--- config.mk ---
export PLATFORM = sky130hd
export DESIGN_NAME = kbd_ctl
export DESIGN_NICKNAME = d
export VERILOG_FILES = /design/src/rtl/kbd_pkg.sv /design/src/rtl/kbd_at2xt.sv /design/src/rtl/kbd_ctl.sv
export SDC_FILE = /design/constraint.sdc
export NUM_CORES = 1
export LEC_CHECK = 0
export CORE_ASPECT_RATIO = 0.9
export CORE_MARGIN = 5
export CORE_UTILIZATION = 61
export CTS_CLUSTER_SIZE = 28
export DETAILED_ROUTE_END_ITERATION = 7
export HOLD_SLACK_MARGIN = 0.02
export PLACE_DENSITY = 0.9
export SETUP_SLACK_MARGIN = 0.1
export SLEW_MARGIN = 10
export SYNTH_ARGS = -nofsm -noshare
export SYNTH_HDL_FRONTEND = slang
export SYNTH_SLANG_ARGS = --single-unit
--- constraint.sdc ---
create_clock -name clock -period 5.1 [get_ports clock]
set_input_delay 0.765 -clock clock [delete_from_list [all_inputs] [get_ports clock]]
set_output_delay 0.765 -clock clock [all_outputs]
set_load 0.02 [all_outputs]
--- src/rtl/kbd_pkg.sv ---
// Shared constants and types for the keyboard controller: port addresses,
// AT break prefix, status register layout and prefix FSM states.
package kbd_pkg;

  localparam logic [15:0] KBD_DATA_PORT = 16'h0060;
  localparam logic [15:0] KBD_STAT_PORT = 16'h0064;
  localparam logic [7:0]  AT_BREAK      = 8'hF0;

  localparam int STAT_OBF = 0;
  localparam int STAT_OVF = 1;
  localparam int STAT_IEN = 2;

  typedef enum logic {IDLE, BREAK} kbd_state_t;

  function automatic logic [7:0] stat_byte(input logic ien, input logic ovf, input logic obf);
    logic [7:0] s;
    s = '0;
    s[STAT_OBF] = obf;
    s[STAT_OVF] = ovf;
    s[STAT_IEN] = ien;
    return s;
  endfunction

endpackage

--- src/rtl/kbd_at2xt.sv ---
// Combinational AT scan-code set 2 to XT set 1 translation.
// Codes outside the table (including E0/E1/F0) pass through unchanged.
module kbd_at2xt (
  input  logic [7:0] ps2_data,
  output logic [7:0] xt
);

  always_comb begin
    xt = ps2_data;
    case (ps2_data)
      8'h01: xt = 8'h43;  8'h03: xt = 8'h3F;  8'h04: xt = 8'h3D;  8'h05: xt = 8'h3B;
      8'h06: xt = 8'h3C;  8'h07: xt = 8'h58;  8'h09: xt = 8'h44;  8'h0A: xt = 8'h42;
      8'h0B: xt = 8'h40;  8'h0C: xt = 8'h3E;  8'h0D: xt = 8'h0F;  8'h0E: xt = 8'h29;
      8'h11: xt = 8'h38;  8'h12: xt = 8'h2A;  8'h14: xt = 8'h1D;  8'h15: xt = 8'h10;
      8'h16: xt = 8'h02;  8'h1A: xt = 8'h2C;  8'h1B: xt = 8'h1F;  8'h1C: xt = 8'h1E;
      8'h1D: xt = 8'h11;  8'h1E: xt = 8'h03;  8'h21: xt = 8'h2E;  8'h22: xt = 8'h2D;
      8'h23: xt = 8'h20;  8'h24: xt = 8'h12;  8'h25: xt = 8'h05;  8'h26: xt = 8'h04;
      8'h29: xt = 8'h39;  8'h2A: xt = 8'h2F;  8'h2B: xt = 8'h21;  8'h2C: xt = 8'h14;
      8'h2D: xt = 8'h13;  8'h2E: xt = 8'h06;  8'h31: xt = 8'h31;  8'h32: xt = 8'h30;
      8'h33: xt = 8'h23;  8'h34: xt = 8'h22;  8'h35: xt = 8'h15;  8'h36: xt = 8'h07;
      8'h3A: xt = 8'h32;  8'h3B: xt = 8'h24;  8'h3C: xt = 8'h16;  8'h3D: xt = 8'h08;
      8'h3E: xt = 8'h09;  8'h41: xt = 8'h33;  8'h42: xt = 8'h25;  8'h43: xt = 8'h17;
      8'h44: xt = 8'h18;  8'h45: xt = 8'h0B;  8'h46: xt = 8'h0A;  8'h49: xt = 8'h34;
      8'h4A: xt = 8'h35;  8'h4B: xt = 8'h26;  8'h4C: xt = 8'h27;  8'h4D: xt = 8'h19;
      8'h4E: xt = 8'h0C;  8'h52: xt = 8'h28;  8'h54: xt = 8'h1A;  8'h55: xt = 8'h0D;
      8'h58: xt = 8'h3A;  8'h59: xt = 8'h36;  8'h5A: xt = 8'h1C;  8'h5B: xt = 8'h1B;
      8'h5D: xt = 8'h2B;  8'h66: xt = 8'h0E;  8'h69: xt = 8'h4F;  8'h6B: xt = 8'h4B;
      8'h6C: xt = 8'h47;  8'h70: xt = 8'h52;  8'h71: xt = 8'h53;  8'h72: xt = 8'h50;
      8'h73: xt = 8'h4C;  8'h74: xt = 8'h4D;  8'h75: xt = 8'h48;  8'h76: xt = 8'h01;
      8'h77: xt = 8'h45;  8'h78: xt = 8'h57;  8'h79: xt = 8'h4E;  8'h7A: xt = 8'h51;
      8'h7B: xt = 8'h4A;  8'h7C: xt = 8'h37;  8'h7D: xt = 8'h49;  8'h7E: xt = 8'h46;
      8'h83: xt = 8'h41;
      default: xt = ps2_data;
    endcase
  end

endmodule

--- src/rtl/kbd_ctl.sv ---
// Keyboard controller: break-prefix FSM, set-2 to set-1 translation, byte FIFO,
// output latch at port 60h and status/command register at 64h with level IRQ.
module kbd_ctl
  import kbd_pkg::*;
#(
  parameter int DEPTH = 8,
  parameter int AW    = $clog2(DEPTH)
) (
  input  logic        clock,
  input  logic        reset,
  input  logic [7:0]  ps2_data,
  input  logic        ps2_hit,
  input  logic        port_clk,
  input  logic [15:0] port,
  input  logic        port_w,
  input  logic [7:0]  port_o,
  output logic [7:0]  port_i,
  output logic        kbd_irq,
  output logic        kbd_ovf
);

  kbd_state_t  state;
  logic [7:0]  mem [DEPTH];
  logic [AW:0] wptr, rptr;
  logic [7:0]  latch;
  logic        obf, irq_en, ovf;

  logic [7:0]  xt, push_val;
  logic        empty, full, load;
  logic        push_req, push_ok, drop;
  logic        rd_data, rd_stat, wr_stat, flush;
  logic        unused_port_o;

  kbd_at2xt u_at2xt (
    .ps2_data (ps2_data),
    .xt       (xt)
  );

  assign unused_port_o = ^port_o[7:2];

  assign empty = (wptr == rptr);
  assign full  = (wptr[AW] != rptr[AW]) && (wptr[AW-1:0] == rptr[AW-1:0]);
  assign load  = !obf && !empty;

  assign rd_data = port_clk && !port_w && (port == KBD_DATA_PORT);
  assign rd_stat = port_clk && !port_w && (port == KBD_STAT_PORT);
  assign wr_stat = port_clk &&  port_w && (port == KBD_STAT_PORT);
  assign flush   = wr_stat && port_o[1];

  // A pop on the same edge frees the slot the push lands in.
  assign push_req = ps2_hit && (ps2_data != AT_BREAK);
  assign push_val = (state == BREAK) ? {1'b1, xt[6:0]} : xt;
  assign push_ok  = push_req && (!full || load);
  assign drop     = push_req && full && !load;

  always_ff @(posedge clock) begin
    if (!reset && !flush && push_ok)
      mem[wptr[AW-1:0]] <= push_val;
  end

  always_ff @(posedge clock) begin
    if (reset) begin
      state  <= IDLE;
      wptr   <= '0;
      rptr   <= '0;
      latch  <= 8'h00;
      obf    <= 1'b0;
      irq_en <= 1'b1;
      ovf    <= 1'b0;
      port_i <= 8'h00;
    end else begin
      if (rd_data)
        port_i <= latch;
      else if (rd_stat)
        port_i <= stat_byte(irq_en, ovf, obf);

      if (flush) begin
        wptr   <= rptr;
        state  <= IDLE;
        obf    <= 1'b0;
        ovf    <= 1'b0;
        irq_en <= port_o[0];
      end else begin
        if (push_ok)
          wptr <= wptr + 1'b1;

        if (ps2_hit) begin
          if (ps2_data == AT_BREAK)
            state <= BREAK;
          else
            state <= IDLE;
        end

        if (load) begin
          latch <= mem[rptr[AW-1:0]];
          rptr  <= rptr + 1'b1;
          obf   <= 1'b1;
        end else if (rd_data) begin
          obf <= 1'b0;
        end

        // A status read clears ovf even if a drop happens on the same edge.
        if (rd_stat)
          ovf <= 1'b0;
        else if (drop)
          ovf <= 1'b1;

        if (wr_stat)
          irq_en <= port_o[0];
      end
    end
  end

  assign kbd_irq = obf && irq_en;
  assign kbd_ovf = ovf;

endmodule

==> flow_metrics.env, run 1 <==
export IMPL_status="finished clean"
export IMPL_grt_max_degree=37
export IMPL_nFillCells=605
export IMPL_r2r_end="rptr[3]$_SDFFE_PP0P_"
export IMPL_wl_per_cell_um=23.2
export IMPL_syn_to_final_growth_pct=14.5
export IMPL_syn_area_mm2=0.00547
export IMPL_synthArstFlopShare=0
export IMPL_p_seq_frac=0.462
export IMPL_internal_power_mw=1.34
export IMPL_synth_commonest_cells="edfxtp_1, nor2_1, nand2_1"
export IMPL_fp_dieW_um=110
export IMPL_hold_end="port_i[7]$_SDFFE_PP0P_"
export IMPL_grt_pass1_vias=4535
export IMPL_syn_area_per_cell_um2=10.1
export IMPL_cts_resized=0
export IMPL_coreArea_mm2=0.00865
export IMPL_overflow=0
export IMPL_port_buffers=40
export IMPL_synth_top_area_cell="edfxtp_1"
export IMPL_syn_num_nets=582
export IMPL_ys_top_cells_by_area="edfxtp_1, dfxtp_1, mux4_2"
export IMPL_antenna_cells=0
export IMPL_cts_buffers=9
export IMPL_syn_inst=543
export IMPL_crit_required_ns=5.17
export IMPL_first_pass_iters=8
export IMPL_drt_wl_total_um=16400
export IMPL_num_io_pins=47
export IMPL_drc=0
export IMPL_cp_common_cell="or4_1"
export IMPL_grt_use_total=0.303
export IMPL_yosysTopAreaCellShare=0.351
export IMPL_synth_most_common_cell="edfxtp_1"
export IMPL_grt_pass1_wl_um=25300
export IMPL_reg2regPathDepth=7
export IMPL_critPathBufInv=2
export IMPL_critPathArrivalTime_ns=4.40
export IMPL_r2r_slack_ns=2.05
export IMPL_ir_drop_mv=0.253
export IMPL_first_iter_violations=800
export IMPL_clock_power_share=0.251
export IMPL_rows=32
export IMPL_antenna_found_initial=0
export IMPL_worstMarginPinSlew_ns=1.23
export IMPL_layout_nets=621
export IMPL_fin_crit_ns=4.34
export IMPL_num_vias=4861
export IMPL_cts_sink_count=92
export IMPL_slew_viol_final=0
export IMPL_post_cts_buffers=0
export IMPL_setup_worst_path_start_class="input pin"
export IMPL_power_frac_comb=0.287
export IMPL_die_y_um=99.8
export IMPL_hold_path_class="register to register"
export IMPL_power_leakage_nw=2.06
export IMPL_fmax_ghz=0.231
export IMPL_clkTransAtPathRegs_ns=0.09
export IMPL_ys_seq_area_frac=0.454
export IMPL_layout_drive_gt1_share=0.145
export IMPL_yosys_warnings=0
export IMPL_rsz0062_at_grt="false"
export IMPL_hp_start="port_i[7]$_SDFFE_PP0P_"
export IMPL_critical_path_top_delay_family="simple AND/OR/NAND/NOR gates"
export IMPL_die_area_mm2=0.0110
export IMPL_hpwl_um=11900
export IMPL_ys_types=70
export IMPL_htreeDepth=3
export IMPL_min_path_cells=2
export IMPL_synth_ff_type="edfxtp_1"
export IMPL_ys_ff_latch=92
export IMPL_p_per_area_mw_per_mm2=319
export IMPL_fin_skew_ns=0.0150
export IMPL_ant_nets=0
export IMPL_relSlewSlack=0.177
export IMPL_synth_edf_count=64
export IMPL_crit_fanout=16
export IMPL_cpPeakStageDelay_ns=0.91
export IMPL_netSwitchingPower_mw=0.652
export IMPL_critPathKind="input pin to register"
export IMPL_root_buffer="clkbuf_8"
export IMPL_cts_tree="yes"
export IMPL_crit_chain="clkdlybuf4s50_1, buf_4, nor2_1, nand2_1, a31oi_1, a311o_1, or4_1, or4_1, a21oi_1"
export IMPL_crit_path_top_delay_cell="clkdlybuf4s50_1"
export IMPL_viasPerCell=6.89
export IMPL_rr_startpoint="rptr[1]$_SDFFE_PP0P_"
export IMPL_fin_ws_ns=0.763
export IMPL_finalCritPeriodShare=0.850
export IMPL_maxCapViolations=0
export IMPL_finalSetupTns_ns=0
export IMPL_cts_buffer_depth=2
export IMPL_hold_viol_final=0
export IMPL_worstSkewPairLatency_ns=0.36
export IMPL_setup_violations=0
export IMPL_place_gp_congestion=1.02
export IMPL_end_kind="register"
export IMPL_initial_core_util=0.632
export IMPL_power_mw=2.00
export IMPL_swShare=0.327
export IMPL_cts_hold_buf=0
export IMPL_pre_cts_ws_ns=0.566
==> sequential cells by signal, summed over array words and instances, names as in the netlist <==
register / flops
latch: 8
wptr: 4
irq_en: 1
port_i: 8
kbd_ovf: 1
rptr: 4
state: 1
mem: 64
obf: 1
==> cells in the final DEF, fill, tap and decap left out, types with 4 or more instances in the layout <==
cell / instances
dfxtp_1: 28
clkdlybuf4s50_1: 40
mux2i_1: 17
o21ai_0: 20
nor4b_1: 6
nor4bb_1: 4
a21oi_1: 30
xnor2_1: 7
o31ai_1: 4
nand4_1: 8
edfxtp_1: 64
a311oi_1: 5
nand2_1: 45
a211oi_1: 13
nand2b_1: 9
nor2_1: 59
clkbuf_8: 9
a31oi_1: 6
nor3_1: 23
a2111oi_0: 5
nand3b_1: 7
o22ai_1: 5
xor2_1: 8
nor2b_1: 8
inv_1: 6
nand3_1: 22
nor4_1: 6
mux4_2: 16
buf_4: 38
==> worst max path at each step <==
stage | from | endpoint | cells past startpoint
finish | ps2_data[4] | mem[2][2]$_DFFE_PP_ | 9
global route | ps2_data[2] | mem[2][2]$_DFFE_PP_ | 8
CTS | ps2_data[2] | mem[2][2]$_DFFE_PP_ | 8
detailed placement | ps2_data[2] | mem[0][2]$_DFFE_PP_ | 8
global placement | ps2_data[4] | mem[4][2]$_DFFE_PP_ | 9
floorplan | ps2_data[3] | mem[0][4]$_DFFE_PP_ | 9
==> logic make-up after synthesis <==
family / Yosys count / share of synthesized area
AO/OA/AOI/OAI: 119 / 0.148
XOR/XNOR: 15 / 0.0240
adder cells (fa/ha/maj): 2 / 0.00458
buffers and inverters: 58 / 0.0556
flip-flops: 92 / 0.454
multiplexers: 35 / 0.103
AND/OR/NAND/NOR: 222 / 0.212
==> final cells by class <==
cell class	count	area (um2)	share of cell area
clock buffers	10	149	0.0238
well taps	119	149	0.0238
inverters	7	26.3	0.00420
flip-flops and latches	92	2480	0.397
multi-input cells	393	2690	0.429
clock inverters	6	60.1	0.00960
repair buffers	79	706	0.113
==> layer usage <==
layer	vias to the layer above	GRT usage	wire length [um]
li1	2152	-	-
met1	2287	0.429	6390
met4	0	0.101	560
met3	63	0.0489	1720
met5	-	0	0
met2	359	0.476	7730
==> through the flow <==
step | cells | utilization | hold slack [ns] | area [um2]
final | 706 | 0.724 | 0.459 | 6260
after global routing | 706 | 0.724 | 0.479 | 6260
after CTS | 706 | 0.724 | 0.459 | 6260
after detailed placement | 690 | 0.700 | 0.447 | 6050
after global placement | 690 | 0.700 | 0.440 | 6050
after floorplan | 543 | - | 0.464 | 5470
==> tightest hold or removal path, delay by kind of cell, from the launching register on <==
| kind | cells | cell delay (ns) |
|---|---|---|
| DFF | 1 | 0.32 |
| AOI/OAI and AO/OA | 1 | 0.05 |
| and+or+nand+nor | 1 | 0.05 |
==> power by group through the flow <==
| stage | clock network (mW) | registers (mW) | logic [mW] |
|---|---|---|---|
| after floorplan | 0 | 0.908 | 0.420 |
| after global placement | 0 | 0.934 | 0.542 |
| after detailed placement | 0 | 0.939 | 0.568 |
| after CTS | 0.506 | 0.922 | 0.570 |
| after global routing | 0.547 | 0.929 | 0.613 |
| final | 0.501 | 0.922 | 0.574 |
Note: power is estimated with default switching activity, not from simulation.
==> run 2: changes to the inputs <==
--- a/config.mk
+++ b/config.mk
@@ -10,7 +10,7 @@
 export CORE_UTILIZATION = 61
 export CTS_CLUSTER_SIZE = 28
 export DETAILED_ROUTE_END_ITERATION = 7
-export HOLD_SLACK_MARGIN = 0.02
+export HOLD_SLACK_MARGIN = 0.1
 export PLACE_DENSITY = 0.9
 export SETUP_SLACK_MARGIN = 0.1
 export SLEW_MARGIN = 10
==> results of run 2 <==
Same layout as run 1: the final DEF is identical, and so are final timing and power.
